File: config.mk
export PLATFORM = sky130hd
export DESIGN_NAME = fetcher
export DESIGN_NICKNAME = d
export VERILOG_FILES = /design/src/rtl/fetcher.sv
export SDC_FILE = /design/constraint.sdc
export NUM_CORES = 1
export LEC_CHECK = 0
export BUFFER_PORTS_ARGS = -buffer_cell sky130_fd_sc_hd__buf_2
export CAP_MARGIN = 10
export CORE_MARGIN = 8
export CORE_UTILIZATION = 50
export DETAILED_ROUTE_END_ITERATION = 12
export PLACE_DENSITY = 0.85
export REMOVE_ABC_BUFFERS = 1
export SLEW_MARGIN = 15
export SYNTH_ARGS = -nofsm -noshare
export SYNTH_HDL_FRONTEND = slang
export SYNTH_SLANG_ARGS = --single-unit
File: constraint.sdc
create_clock -name clk -period 2 [get_ports clk]
set_input_delay 0.4 -clock clk [delete_from_list [all_inputs] [get_ports clk]]
set_output_delay 0.4 -clock clk [all_outputs]
set_load 0.02 [all_outputs]
File: src/rtl/fetcher.sv
// Instruction fetch stage: one imem read per enabled pulse, next-PC register.
// Define FETCHER_PREFETCH_EN to add a 1-entry prefetch buffer for npc.
module fetcher #(
    parameter logic [31:0] RESET_PC = 32'h0000_0000,
    parameter int          ADDR_W   = 15
) (
    input  logic              clk,
    input  logic              rstn,
    input  logic              enabled,
    input  logic              redirect_en,
    input  logic [31:0]       redirect_pc,
    output logic              completed,
    output logic              busy,
    output logic [31:0]       pc,
    output logic [31:0]       instr_raw,
    output logic              imem_req,
    output logic [ADDR_W-1:0] imem_addr,
    input  logic              imem_valid,
    input  logic [31:0]       imem_rdata
);
    typedef enum logic [2:0] {
        S_IDLE, S_REQ, S_WAIT, S_DONE, S_PFW
    } state_t;

    state_t      state_q, state_d;
    logic [31:0] npc_q, npc_d;
    logic [31:0] fpc_q, fpc_d;
    logic [31:0] pc_q, pc_d;
    logic [31:0] instr_q, instr_d;
    logic [31:0] rtgt_q, rtgt_d;
    logic        comp_q, comp_d;
    logic        rpend_q, rpend_d;
    logic [31:0] rtgt;
    logic [31:0] seq_npc;

    assign rtgt = redirect_pc & 32'hFFFF_FFFC;
    // a redirect pulse in the completion cycle beats an older pending one
    assign seq_npc = redirect_en ? rtgt :
                     rpend_q     ? rtgt_q : fpc_q + 32'd4;

    assign busy      = (state_q == S_REQ) || (state_q == S_WAIT) ||
                       (state_q == S_PFW);
    assign completed = comp_q & ~enabled;
    assign pc        = pc_q;
    assign instr_raw = instr_q;

`ifdef FETCHER_PREFETCH_EN
    logic        pb_valid_q, pb_valid_d;
    logic [31:0] pb_pc_q, pb_pc_d;
    logic [31:0] pb_data_q, pb_data_d;
    logic        pf_out_q, pf_out_d;
    logic [31:0] pf_pc_q, pf_pc_d;
    logic        pf_stale_q, pf_stale_d;
    logic        pf_iss_q, pf_iss_d;
    logic        pf_rsp, pf_busy, pf_fresh, hit_v;
    logic [31:0] hit_pc, hit_data;

    assign pf_rsp   = pf_out_q & imem_valid;
    assign pf_busy  = pf_out_q & ~imem_valid;
    assign pf_fresh = pf_rsp & ~pf_stale_q;
    // a prefetch response arriving in the enabled cycle can hit directly
    assign hit_v    = pf_fresh | pb_valid_q;
    assign hit_pc   = pf_fresh ? pf_pc_q : pb_pc_q;
    assign hit_data = pf_fresh ? imem_rdata : pb_data_q;
`endif

    always_comb begin
        state_d   = state_q;
        npc_d     = npc_q;
        fpc_d     = fpc_q;
        pc_d      = pc_q;
        instr_d   = instr_q;
        comp_d    = comp_q;
        rpend_d   = rpend_q;
        rtgt_d    = rtgt_q;
        imem_req  = 1'b0;
        imem_addr = '0;
`ifdef FETCHER_PREFETCH_EN
        pb_valid_d = pb_valid_q;
        pb_pc_d    = pb_pc_q;
        pb_data_d  = pb_data_q;
        pf_out_d   = pf_out_q;
        pf_pc_d    = pf_pc_q;
        pf_stale_d = pf_stale_q;
        pf_iss_d   = pf_iss_q;
        if (pf_rsp) begin
            pf_out_d = 1'b0;
            if (!pf_stale_q) begin
                pb_valid_d = 1'b1;
                pb_pc_d    = pf_pc_q;
                pb_data_d  = imem_rdata;
            end
        end
        if (redirect_en) begin
            pb_valid_d = 1'b0;
            if (pf_busy) pf_stale_d = 1'b1;
        end
`endif
        if (redirect_en && busy) begin
            rpend_d = 1'b1;
            rtgt_d  = rtgt;
        end

        unique case (state_q)
            S_IDLE, S_DONE: begin
                if (enabled) begin
                    comp_d  = 1'b0;
                    rpend_d = 1'b0;
                    fpc_d   = redirect_en ? rtgt : npc_q;
                    state_d = S_REQ;
`ifdef FETCHER_PREFETCH_EN
                    pf_iss_d = 1'b0;
                    if (pf_busy) begin
                        state_d = S_PFW;
                    end else if (!redirect_en && hit_v &&
                                 hit_pc == npc_q) begin
                        pc_d       = npc_q;
                        instr_d    = hit_data;
                        comp_d     = 1'b1;
                        npc_d      = npc_q + 32'd4;
                        pb_valid_d = 1'b0;
                        state_d    = S_DONE;
                    end
`endif
                end else if (redirect_en) begin
                    npc_d = rtgt;
                end
`ifdef FETCHER_PREFETCH_EN
                else if (state_q == S_DONE && !pf_iss_q && !pf_out_q) begin
                    imem_req   = 1'b1;
                    imem_addr  = npc_q[ADDR_W+1:2];
                    pf_out_d   = 1'b1;
                    pf_pc_d    = npc_q;
                    pf_stale_d = 1'b0;
                    pf_iss_d   = 1'b1;
                end
`endif
            end
            S_REQ: begin
                imem_req  = 1'b1;
                imem_addr = fpc_q[ADDR_W+1:2];
                state_d   = S_WAIT;
            end
            S_WAIT: begin
                if (imem_valid) begin
                    pc_d    = fpc_q;
                    instr_d = imem_rdata;
                    comp_d  = 1'b1;
                    npc_d   = seq_npc;
                    rpend_d = 1'b0;
                    state_d = S_DONE;
                end
            end
            S_PFW: begin
`ifdef FETCHER_PREFETCH_EN
                if (pf_rsp) begin
                    if (!pf_stale_q && pf_pc_q == fpc_q) begin
                        pc_d       = fpc_q;
                        instr_d    = imem_rdata;
                        comp_d     = 1'b1;
                        npc_d      = seq_npc;
                        rpend_d    = 1'b0;
                        pb_valid_d = 1'b0;
                        state_d    = S_DONE;
                    end else begin
                        state_d = S_REQ;
                    end
                end
`else
                state_d = S_REQ;
`endif
            end
            default: state_d = S_IDLE;
        endcase
    end

    always_ff @(posedge clk or negedge rstn) begin
        if (!rstn) begin
            state_q <= S_IDLE;
            npc_q   <= RESET_PC;
            fpc_q   <= RESET_PC;
            pc_q    <= RESET_PC;
            instr_q <= '0;
            comp_q  <= 1'b0;
            rpend_q <= 1'b0;
            rtgt_q  <= '0;
        end else begin
            state_q <= state_d;
            npc_q   <= npc_d;
            fpc_q   <= fpc_d;
            pc_q    <= pc_d;
            instr_q <= instr_d;
            comp_q  <= comp_d;
            rpend_q <= rpend_d;
            rtgt_q  <= rtgt_d;
        end
    end

`ifdef FETCHER_PREFETCH_EN
    always_ff @(posedge clk or negedge rstn) begin
        if (!rstn) begin
            pb_valid_q <= 1'b0;
            pb_pc_q    <= '0;
            pb_data_q  <= '0;
            pf_out_q   <= 1'b0;
            pf_pc_q    <= '0;
            pf_stale_q <= 1'b0;
            pf_iss_q   <= 1'b0;
        end else begin
            pb_valid_q <= pb_valid_d;
            pb_pc_q    <= pb_pc_d;
            pb_data_q  <= pb_data_d;
            pf_out_q   <= pf_out_d;
            pf_pc_q    <= pf_pc_d;
            pf_stale_q <= pf_stale_d;
            pf_iss_q   <= pf_iss_d;
        end
    end
`endif

endmodule

# Yosys cells after proc, flatten, opt, wreduce, memory -nomap -nowiden
# Cells that the tools add are included.
# totals
reg_bits	163
out_inout_bits	82
wordCells	47
# classes
addsub	1
eq_ne	7
muxes	18
bitwise	2
reduce_logical	11
# ops
op	n
32-bit two-way mux	5
32-bit case mux with 2 select lines	1
32-bit by 3-bit adder with 32-bit output, second input constant	1
15-bit two-way mux	1
3-bit case mux with 4 select lines	1
3-bit by 2-bit equality test with 1-bit output, second input constant	2
1-bit two-way mux	6
3-bit two-way mux	2
2-bit != test, second input constant	3
2-bit AND reduction	3
3-bit AND reduction	2
1-bit case mux with 2 select lines	2
3-bit by 1-bit equality test with 1-bit output, second input constant	1
3-bit equality test, second input constant	1
3-bit zero test	1
1-bit logical OR	2
2-bit nonzero test	1
2-bit OR reduction	1
1-bit AND	1
1-bit logical AND	1
1-bit NOT	1

# Depth between registers and ports, before layout
# depth
ltp_word	7
depth_mapped	10
mapped_depth_nobuf	7

# Worst setup path after synthesis
# No wires, ideal clock.
# synth_path
kind	flip-flop to flip-flop
from	register state_q[0]
to	register npc_q[15]
setup_time_ns	0.134
t_arrival_ns	1.828
required_time_ns	1.866
path_slack_ns	0.038
path_stages_with_launch	11
n_path_buf	3
period_less_slack_ns	1.962
cell_sequence	dfrtp_1 > inv_1 > ha_1 > nand2_1 > and4_1 > buf_6 > and2_4 > buf_6 > buf_6 > a222oi_1 > o21ai_1
# synth_via
elab_chain_len	4
elab_cells_between_ends	9
classes_between	4 x eq/ne; 1 x mux; 4 x reduce/logical
# synth_lines
element	line	text
start, declared	25	state_t state_q, state_d;
start signal, assigned	188	state_q <= state_d;
3-bit by 2-bit equality test with 1-bit output or 3-bit zero test (tied branches)	104	unique case (state_q)
2-bit OR reduction	104	
2-bit != test (no line) or 2-bit nonzero test (tied branches)	-	
3-bit AND reduction (no line)	-	
end signal, assigned	189	npc_q <= npc_d;
end, declared	26	logic [31:0] npc_q, npc_d;
# Parallel ways exist; a longest one is shown, timed or not.
# A chain may end at the register's enable or synchronous reset.

# Final worst setup path
# layout_path
from	register state_q[0]
to	output imem_addr[9]
# layout_via
elab_chain_len	2
# layout_lines
element	line	text
3-bit by 1-bit equality test with 1-bit output	104	
15-bit two-way mux	104	
end, declared	17	output logic [ADDR_W-1:0] imem_addr,
# No other way between the ends.

==> flow_summary_export.csv <==
group,metric,value,unit
setup_path,crit_chain,"buf_6 -> ha_4 -> buf_6 -> and2_2 -> buf_6",
timing,period_share,0.9850,
placement,dpl.cell_count,970,
timing,hold_viol_final,0,
setup_path,slowest_stage,"dfrtp_1",
pwr,ir_worst_vdd,0.0008178,V
setup_path,critPathMaxFanout,11,
setup_path,worstPathRequired,1.60,ns
run,cap_viol_max_count,0,
clock_network,tritoncts,"done",
placement,postPlaceCellArea,8661,sq um
route,drt-initial-drc-count,367,
pwr,p_int,0.009977,W
yosys,synth_commonest_cells,"162 x dfrtp_1, 94 x mux2_2, 57 x nand2_1, 36 x o21ai_0, 32 x mux2i_1",
setup_path,critPathLaunchType,"register",
clock_network,cts.root.buffer_cell,"clkbuf_16",
grt,grt_pass1_wl,30350,um
grt,antenna_found_initial,1,
final_layout,area_growth,25.41,%
pwr,combPwrFrac,0.435,
route,via_per_inst,5.696,
yosys,synth_top_area_share,0.5426,
route,first_pass_iters,7,
floorplan,top_level_ports,151,
timing,slew_headroom,0.6173,
setup_path,cp-end-kind,"output pin",
final_layout,nNetsFinal,882,
floorplan,num_rows,44,
yosys,ys_ff_latch,162,
pwr,clockPowerShare,0.194,
clock_network,htreeDepth,4,
yosys,yosysTopAreaCell,"dfrtp_1",
placement,place.gp.congestion,0.8072,
route,ant_nets,0,
route,drc,0,
yosys,synth_cells,630,
floorplan,die_h,138.2,um
placement,portBuffers,148,
floorplan,initial_core_util,0.5121,
yosys,ys_warn_count,0,
clock_network,clock_path_buffers,2,
placement,dpl.hpwl,13190,um
floorplan,die_w,138.2,um
final_layout,nFillCells,1139,
clock_network,numCtsBuffers,17,
grt,grt.overflow.total,0,
timing,report.final.slew_viol_count,0,
floorplan,dieArea,19110,sq um
grt,grt_usage,0.1936,
timing,tightest_slew,0.5740,ns
timing,timing.fmax,0.5076,GHz
clock_network,clock_latency,0.42,ns
grt,grt_max_degree,56,
clock_network,clk_pin_slew,0.06,ns
outcome,status,"finished clean",
yosys,yosysUniqueCellTypes,46,
yosys,synth_top_flop_cell,"dfrtp_1",
timing,fin_skew,0.007632,ns
yosys,netlist_area,7471,sq um
hold_path,min_path_type,"input port to register",
timing,period_needed,1.970,ns
pwr,p_leak,4.456,nW
final_layout,finalNonFillerCells,1007,
route,routed_wl,18690,um
yosys,synth_edf_count,0,
yosys,yosysMostFrequentCell,"dfrtp_1",
timing,rsz0062_at_grt,"yes",
setup_path,max_stage_delay,0.40,ns
floorplan,core_area,14590,sq um
route,vias,5736,
final_layout,drive_above_1_share,0.4148,
yosys,syn_area_per_cell,11.86,sq um
yosys,yosys-top-cells-area,"dfrtp_1 54%, mux2_2 14%, mux2i_1 4.3%",
pwr,switching_power,0.006056,W
route,drt-wirelength-per-cell,18.56,um
setup_path,crit_top_cell,"buf_6",
grt,grt_pass1_vias,5862,
pwr,p_seq_frac,0.371,
setup_path,worstPathArrival,1.57,ns
yosys,yosysSeqAreaShare,0.5426,
setup_path,worstSetupPathType,"register to output pin",
pwr,powerDensity,1711,nW/um^2
yosys,synth-async-reset-ratio,1.000,
clock_network,cts_sinks,162,
pwr,swShare,0.3777,
timing,setup_viol,0,
final_layout,design_area,9369,sq um
[registers in the layout, summed over array words and instances, names as in the netlist]
name       flops
fpc_q         32
comp_q         1
state_q        2
rtgt_q        30
pc            32
rpend_q        1
instr_raw     32
npc_q         32
[worst max-delay path, delay by kind of cell, from the launching register on]
kind                     cells  cell delay [ns]
adder cells (fa/ha/maj)      1             0.16
flip-flops                   1             0.40
AND/OR/NAND/NOR              1             0.20
buffers and inverters        3             0.39
[final cells by class]
type | count | area (sq um) | share of cell area
Sequential cell | 162 | 4054 | 0.4327
Multi-Input combinational cell | 423 | 3249 | 0.3468
Timing Repair Buffer | 198 | 1235 | 0.1318
Clock buffer | 28 | 526.8 | 0.05622
Tap cell | 184 | 230.2 | 0.02457
Clock inverter | 4 | 45.04 | 0.004808
Inverter | 7 | 26.28 | 0.002804
Antenna cell | 1 | 2.502 | 0.0002671
[layout by cell type (no fill, tap or decap), types with 9 or more instances in the layout]
cell and instances:
and2_1 15, nor2_1 25, buf_6 11, mux2i_1 32
mux2_2 94, nand4_1 11, a222oi_1 12, clkbuf_16 17
nand3_1 12, buf_4 38, o21ai_1 12, nand2_1 54
o21ai_0 35, a21oi_1 10, buf_2 143, xor2_1 21
a31oi_1 9, dfrtp_1 162, o22ai_1 16
[power groups by stage]
stage / Sequential [W] / Clock (W) / Combinational (W)
after floorplan: 0.00655 / 0 / 0.00353
after global placement: 0.00584 / 0 / 0.00642
after detailed placement: 0.00597 / 0 / 0.00665
after CTS: 0.00593 / 0.00317 / 0.00676
after global routing: 0.00615 / 0.00330 / 0.00753
final: 0.00595 / 0.00312 / 0.00697
[worst paths after layout]
| path | cells after the start | end | start | slack (ns) |
|---|---|---|---|---|
| min in group asynchronous | 2 | pc[13] | rstn | 0.52 |
| setup / recovery | 5 | imem_addr[9] | state_q[0] | 0.03 |
| hold / removal | 2 | instr_raw[26] | imem_rdata[26] | 0.21 |
| setup reg to reg | 8 | npc_q[31] | state_q[0] | 0.07 |
| hold reg to reg | 1 | instr_raw[28] | instr_raw[28] | 0.50 |
| max in group asynchronous | 3 | instr_raw[9] | rstn | 0.86 |
[metal layers]
| layer | up-vias | share of wire | global-route usage |
|---|---|---|---|
| met3 | 22 | 0.065 | 0.05822 |
| met4 | 0 | 0.012 | 0.04977 |
| met5 | - | 0 | 0 |
| met2 | 201 | 0.51 | 0.3328 |
| li1 | 2638 | - | - |
| met1 | 2875 | 0.41 | 0.2313 |
[through the flow]
stage	worst slack, ns	utilization	setup TNS (ns)	power (W)	hold slack (ns)
detailed placement	-0.1306	0.5937	-0.4493	0.01262	0.4114
global route	-0.01419	0.6422	-0.05818	0.01699	0.1979
finish	0.03003	0.6422	0	0.01603	0.2079
floorplan	-1.553	-	-103.48	0.01009	0.1044
global placement	-0.01350	0.5937	-0.03919	0.01226	0.4117
CTS	-0.01808	0.6355	-0.06092	0.01585	0.1942
[timing repair]
action                                  CTS  global route
hold endpoints to repair                 49             0
pin swaps                                 0             5
gates cloned                              0             1
endpoints found under the setup margin   41            85
buffers inserted                          0             2
hold buffers                              1             0
resized for setup                         7            23
[cells by family (layout without fill, tap and decap cells)]
logic type               count (synthesis)  after routing  synth area share
AO/OA/AOI/OAI                          112            112           0.09379
XOR/XNOR                                28             28           0.03283
adder cells (fa/ha/maj)                  4              4          0.006699
buffers and inverters                   45            237           0.02998
flip-flops                             162            162            0.5426
multiplexers                           126            126            0.1846
other                                    0              1                 0
AND/OR/NAND/NOR                        153            153            0.1095
Power figures use the tool's default switching activity.
